===== config.mk =====
export PLATFORM = sky130hd
export DESIGN_NAME = laser_point_feeder_flat
export DESIGN_NICKNAME = d
export VERILOG_FILES = /design/src/rtl/laser_point_feeder_if.sv /design/src/rtl/laser_point_feeder.sv /design/src/flat_wrapper.sv
export SDC_FILE = /design/constraint.sdc
export NUM_CORES = 1
export LEC_CHECK = 0
export BUFFER_PORTS_ARGS = -buffer_cell sky130_fd_sc_hd__buf_2
export CORE_MARGIN = 5
export CORE_UTILIZATION = 50
export CTS_CLUSTER_DIAMETER = 200
export DETAILED_ROUTE_END_ITERATION = 16
export PLACE_DENSITY = 0.65
export SLEW_MARGIN = 5
export SYNTH_ARGS = -nofsm -noshare
export SYNTH_HDL_FRONTEND = slang
export SYNTH_SLANG_ARGS = --single-unit

===== constraint.sdc =====
create_clock -name clk -period 7.8 [get_ports clk]
set_clock_uncertainty 0.1 [all_clocks]
set_input_delay 0.78 -clock clk [delete_from_list [all_inputs] [get_ports clk]]
set_output_delay 0.78 -clock clk [all_outputs]
set_load 0.03 [all_outputs]

===== src/rtl/laser_point_feeder_if.sv =====
// laser_point_feeder_if: host point-load/result signals and laser core stream signals.
interface laser_point_feeder_if;
    logic       wr_en;
    logic [5:0] wr_addr;
    logic [3:0] wr_x, wr_y;
    logic       start, busy, core_rst;
    logic [3:0] x, y;
    logic [3:0] c1x, c1y, c2x, c2y;
    logic       done, res_valid, res_timeout;
    logic [3:0] res_c1x, res_c1y, res_c2x, res_c2y;
    logic [5:0] res_cover;
    modport master (
        input  wr_en, wr_addr, wr_x, wr_y, start, c1x, c1y, c2x, c2y, done,
        output busy, core_rst, x, y, res_valid, res_timeout,
               res_c1x, res_c1y, res_c2x, res_c2y, res_cover
    );
    modport slave (
        output wr_en, wr_addr, wr_x, wr_y, start, c1x, c1y, c2x, c2y, done,
        input  busy, core_rst, x, y, res_valid, res_timeout,
               res_c1x, res_c1y, res_c2x, res_c2y, res_cover
    );
endinterface


===== src/rtl/laser_point_feeder.sv =====
// laser_point_feeder: streams stored points into the two-circle laser core,
// captures its circle pair and scores how many stored points those circles cover.
module laser_point_feeder #(
    parameter int NPTS      = 40,
    parameter int TIMEOUT   = 1023,
    parameter int RADIUS_SQ = 16
) (
    input logic                  clk,
    input logic                  rst_n,
    laser_point_feeder_if.master bus
);
    localparam int TW = $clog2(TIMEOUT + 1);
    typedef enum logic [2:0] {IDLE, STREAM, WAIT_DONE, SCORE, REPORT} state_t;
    state_t        state;
    logic [3:0]    mem_x [NPTS];
    logic [3:0]    mem_y [NPTS];
    logic [5:0]    idx;
    logic [TW-1:0] tcnt;
    logic          covered;
    function automatic logic hit(input logic [3:0] ax, ay, cx, cy);
        logic signed [9:0] dx, dy;
        dx = $signed({6'd0, ax}) - $signed({6'd0, cx});
        dy = $signed({6'd0, ay}) - $signed({6'd0, cy});
        return (dx * dx + dy * dy) <= 10'(RADIUS_SQ);
    endfunction
    always_comb covered = hit(mem_x[idx], mem_y[idx], bus.res_c1x, bus.res_c1y) |
                          hit(mem_x[idx], mem_y[idx], bus.res_c2x, bus.res_c2y);
    // Memory survives reset; a write alongside START lands before the first read.
    always_ff @(posedge clk) begin
        if (bus.wr_en && state == IDLE && int'(bus.wr_addr) < NPTS) begin
            mem_x[bus.wr_addr] <= bus.wr_x;
            mem_y[bus.wr_addr] <= bus.wr_y;
        end
    end
    always_ff @(posedge clk or negedge rst_n) begin
        if (!rst_n) begin
            state           <= IDLE;
            bus.busy        <= 1'b0;
            bus.core_rst    <= 1'b1;
            bus.x           <= '0;
            bus.y           <= '0;
            idx             <= '0;
            tcnt            <= '0;
            bus.res_valid   <= 1'b0;
            bus.res_timeout <= 1'b0;
            bus.res_c1x     <= '0;
            bus.res_c1y     <= '0;
            bus.res_c2x     <= '0;
            bus.res_c2y     <= '0;
            bus.res_cover   <= '0;
        end else begin
            case (state)
                IDLE: if (bus.start) begin
                    state           <= STREAM;
                    bus.busy        <= 1'b1;
                    idx             <= '0;
                    tcnt            <= '0;
                    bus.res_timeout <= 1'b0;
                    bus.res_c1x     <= '0;
                    bus.res_c1y     <= '0;
                    bus.res_c2x     <= '0;
                    bus.res_c2y     <= '0;
                    bus.res_cover   <= '0;
                end
                STREAM: begin
                    bus.core_rst <= 1'b0;
                    bus.x        <= mem_x[idx];
                    bus.y        <= mem_y[idx];
                    idx          <= idx == 6'(NPTS - 1) ? '0 : idx + 1'b1;
                    state        <= idx == 6'(NPTS - 1) ? WAIT_DONE : STREAM;
                end
                WAIT_DONE: begin
                    bus.x <= '0;
                    bus.y <= '0;
                    if (bus.done) begin
                        bus.res_c1x  <= bus.c1x;
                        bus.res_c1y  <= bus.c1y;
                        bus.res_c2x  <= bus.c2x;
                        bus.res_c2y  <= bus.c2y;
                        bus.core_rst <= 1'b1;
                        state        <= SCORE;
                    end else if (tcnt == TW'(TIMEOUT - 1)) begin
                        bus.res_timeout <= 1'b1;
                        bus.res_valid   <= 1'b1;
                        bus.core_rst    <= 1'b1;
                        state           <= REPORT;
                    end else begin
                        tcnt <= tcnt + 1'b1;
                    end
                end
                SCORE: begin
                    bus.res_cover <= bus.res_cover + {5'd0, covered};
                    idx           <= idx + 1'b1;
                    bus.res_valid <= idx == 6'(NPTS - 1);
                    state         <= idx == 6'(NPTS - 1) ? REPORT : SCORE;
                end
                REPORT: begin
                    bus.res_valid <= 1'b0;
                    bus.busy      <= 1'b0;
                    state         <= IDLE;
                end
                default: state <= IDLE;
            endcase
        end
    end
endmodule


===== src/flat_wrapper.sv =====
// flat-port wrapper written by rule: the top's interface ports become plain ports
module laser_point_feeder_flat 
#(
    parameter int NPTS      = 40,
    parameter int TIMEOUT   = 1023,
    parameter int RADIUS_SQ = 16
)
  (clk, rst_n, bus_wr_en, bus_wr_addr, bus_wr_x, bus_wr_y, bus_start, bus_c1x, bus_c1y, bus_c2x, bus_c2y, bus_done, bus_busy, bus_core_rst, bus_x, bus_y, bus_res_valid, bus_res_timeout, bus_res_c1x, bus_res_c1y, bus_res_c2x, bus_res_c2y, bus_res_cover);
  laser_point_feeder_if bus_i ();
  input logic clk;
  input logic rst_n;
  input wire logic [$bits(bus_i.wr_en)-1:0] bus_wr_en;
  input wire logic [$bits(bus_i.wr_addr)-1:0] bus_wr_addr;
  input wire logic [$bits(bus_i.wr_x)-1:0] bus_wr_x;
  input wire logic [$bits(bus_i.wr_y)-1:0] bus_wr_y;
  input wire logic [$bits(bus_i.start)-1:0] bus_start;
  input wire logic [$bits(bus_i.c1x)-1:0] bus_c1x;
  input wire logic [$bits(bus_i.c1y)-1:0] bus_c1y;
  input wire logic [$bits(bus_i.c2x)-1:0] bus_c2x;
  input wire logic [$bits(bus_i.c2y)-1:0] bus_c2y;
  input wire logic [$bits(bus_i.done)-1:0] bus_done;
  output wire logic [$bits(bus_i.busy)-1:0] bus_busy;
  output wire logic [$bits(bus_i.core_rst)-1:0] bus_core_rst;
  output wire logic [$bits(bus_i.x)-1:0] bus_x;
  output wire logic [$bits(bus_i.y)-1:0] bus_y;
  output wire logic [$bits(bus_i.res_valid)-1:0] bus_res_valid;
  output wire logic [$bits(bus_i.res_timeout)-1:0] bus_res_timeout;
  output wire logic [$bits(bus_i.res_c1x)-1:0] bus_res_c1x;
  output wire logic [$bits(bus_i.res_c1y)-1:0] bus_res_c1y;
  output wire logic [$bits(bus_i.res_c2x)-1:0] bus_res_c2x;
  output wire logic [$bits(bus_i.res_c2y)-1:0] bus_res_c2y;
  output wire logic [$bits(bus_i.res_cover)-1:0] bus_res_cover;
  assign bus_i.wr_en = bus_wr_en;
  assign bus_i.wr_addr = bus_wr_addr;
  assign bus_i.wr_x = bus_wr_x;
  assign bus_i.wr_y = bus_wr_y;
  assign bus_i.start = bus_start;
  assign bus_i.c1x = bus_c1x;
  assign bus_i.c1y = bus_c1y;
  assign bus_i.c2x = bus_c2x;
  assign bus_i.c2y = bus_c2y;
  assign bus_i.done = bus_done;
  assign bus_busy = bus_i.busy;
  assign bus_core_rst = bus_i.core_rst;
  assign bus_x = bus_i.x;
  assign bus_y = bus_i.y;
  assign bus_res_valid = bus_i.res_valid;
  assign bus_res_timeout = bus_i.res_timeout;
  assign bus_res_c1x = bus_i.res_c1x;
  assign bus_res_c1y = bus_i.res_c1y;
  assign bus_res_c2x = bus_i.res_c2x;
  assign bus_res_c2y = bus_i.res_c2y;
  assign bus_res_cover = bus_i.res_cover;
  laser_point_feeder #(.NPTS(NPTS), .TIMEOUT(TIMEOUT), .RADIUS_SQ(RADIUS_SQ)) u_core (.clk(clk), .rst_n(rst_n), .bus(bus_i));
endmodule

==> metrics.csv <==
metric;value;unit
mostFrequentLayoutCells;edfxtp_1 (320), buf_4 (162), inv_1 (118);
grt_pass1_wl;68600;um
synth_edf_count;320;
die_y;205;um
outcome;finished clean;
fin_crit;7770;ps
fin_nets;1771;
rsz0062_at_grt;yes;
synth-seq-cells;373;
area_growth;22.7;%
cpPeakStageDelay;540;ps
coreArea;0.0376;mm^2
path_clk_slew;60;ps
crit_top_cell;fa_1;
synth-async-reset-ratio;14.2;%
grt_pass1_vias;12000;
io_pins;69;
clk_latency;570;ps
io_buffers;68;
syn-num-nets;1516;
cp_data_required_time;8190;ps
drive_gt1_share;30.6;%
finalHoldViolCount;0;
slew-limit-headroom;24.3;%
start_util;50.5;%
regArea;0.0109;mm^2
ys.warnings.count;0;
criticalPathCategory;reg2reg;
multi_input_area;0.00773;mm^2
clk_path_buf_depth;3;
grt_overflow;0;
cts_root_buf;clkbuf_16;
drc_errors;0;
dieArea;0.0419;mm^2
timing.fmax;129;MHz
htreeDepth;2;
wl_per_cell;20.9;um
start_kind;register;
ys_types;57;
grt_use_total;21.4;%
worstSetupEndpointType;register;
grt_max_degree;54;
num_vias;11600;
wl;44500;um
tightest_slew;1130;ps
ant_nets;0;
syn_area_per_cell;14.2;um^2
antenna_found_initial;0;
antennaDiodeCount;0;
row_count;71;
fillers;2823;
drtPass1Iterations;5;
mostFrequentLayoutCell;edfxtp_1;
final_util;62.0;%
drt-initial-drc-count;875;
avgViaCountPerCell;5.43;
gp_congestion;0.877;
cts_made_buffers;40;
dieWidth;205;um
slowest_stage;mux4_1;
place_hpwl;30400;um
cts.sinks;373;
ys_seq_area_share;57.6;%
slew_violations;0;
synthFlopType;edfxtp_1;
cts_tree;done;
crit_arrival;8160;ps
cp_max_fo;7;
setup_viol;0;
synth_cells;1336;
hp-class;in2async;
synth_area;0.0190;mm^2
max_cap_violations;0;
fin_crit_sh;99.7;%
==> layout make-up <==
cell class	count	share of cell area, %
clock inverter	22	1.21
clock buffer	51	4.57
tap	511	2.75
multi-input combinational	778	33.2
sequential	373	47.0
inverter	137	2.24
timing repair buffer	261	9.04
==> routing by layer <==
layer / wire length [um] / global-route usage [%]
met3: 2210 / 2.87
met1: 18900 / 29.2
met4: 1190 / 6.05
met5: 0 / 0
met2: 22200 / 36.5
==> flip-flops by register name (all words and copies together) (netlist names) <==
| name | cells |
|---|---|
| u_core.state | 3 |
| u_core.bus.res_c2x | 4 |
| u_core.bus.y | 4 |
| u_core.bus.res_timeout | 1 |
| u_core.bus.busy | 1 |
| u_core.bus.res_c2y | 4 |
| u_core.bus.core_rst | 1 |
| u_core.bus.res_c1x | 4 |
| u_core.bus.res_valid | 1 |
| u_core.mem_y | 160 |
| u_core.tcnt | 10 |
| u_core.bus.res_c1y | 4 |
| u_core.mem_x | 160 |
| u_core.bus.x | 4 |
| u_core.idx | 6 |
| u_core.bus.res_cover | 6 |
==> final timing paths <==
path / from / to / slack (ps) / cells past startpoint
min reg2reg: u_core.bus.res_cover[5] / u_core.bus.res_cover[5] / 370 / 1
max reg2reg: u_core.idx[0] / u_core.bus.res_cover[5] / 30 / 36
max in group asynchronous: rst_n / u_core.idx[0] / 6810 / 2
min in group clk: u_core.bus.res_cover[5] / u_core.bus.res_cover[5] / 370 / 1
max: u_core.idx[0] / u_core.bus.res_cover[5] / 30 / 36
min: rst_n / u_core.bus.res_cover[5] / 260 / 2
==> cells by family (layout without fill, tap and decap cells) <==
| logic type | after synthesis | after routing | synth area share, % |
|---|---|---|---|
| buffers and inverters | 185 | 471 | 4.74 |
| multiplexers | 138 | 138 | 10.5 |
| AND/OR/NAND/NOR | 296 | 296 | 7.15 |
| AO/OA/AOI/OAI | 150 | 150 | 4.94 |
| flip-flops | 373 | 373 | 57.6 |
| XOR/XNOR | 49 | 49 | 2.26 |
| adder cells (fa/ha/maj) | 145 | 145 | 12.7 |
==> worst max-delay path: cells and delay by family (launching register included) <==
family,cells,cell delay (ps)
AOI/OAI and AO/OA,6,820
adders and majority gates,9,3350
and+or+nand+nor,10,1060
DFF,1,510
xor gates and xnor gates,1,160
muxes,2,820
buffers and inverters,8,870
==> per-stage QoR <==
step / setup WS (ps) / TNS [ps] / cells / instance area (um^2) / hold slack (ps)
floorplan: 164 / 0 / 1336 / 19000 / 384
global placement: -408 / -1860 / 2013 / 20800 / 374
detailed placement: -485 / -2290 / 2013 / 20800 / 378
CTS: -80.4 / -114 / 2108 / 22800 / 275
global route: -280 / -1190 / 2133 / 23300 / 309
finish: 25.7 / 0 / 2133 / 23300 / 260
==> cells in the mapped netlist, types with 17 or more instances <==
cell	number	area share, %
mux4_2	30	3.6
nor2_1	100	2.0
a21oi_1	31	0.82
mux2i_1	81	4.3
fa_1	80	8.4
edfxtp_1	320	51
nand2_1	97	1.9
a22oi_1	28	1.1
dfrtp_1	52	6.9
inv_1	137	2.7
clkbuf_1	17	0.34
ha_1	65	4.3
nand3_1	22	0.58
xnor2_1	35	1.6
o21ai_0	48	1.3
==> timing repair <==
action / in CTS / in global routing
pin swaps: 71 / 71
buffers inserted: 19 / 27
cloned: 4 / 0
gates resized for setup: 107 / 75
setup endpoints to repair: 6 / 6
hold buffers: 0 / 0
Power is left out: the tool's default activity adds up to more than one toggle a clock period on the data nets, which glitch-free logic cannot reach.
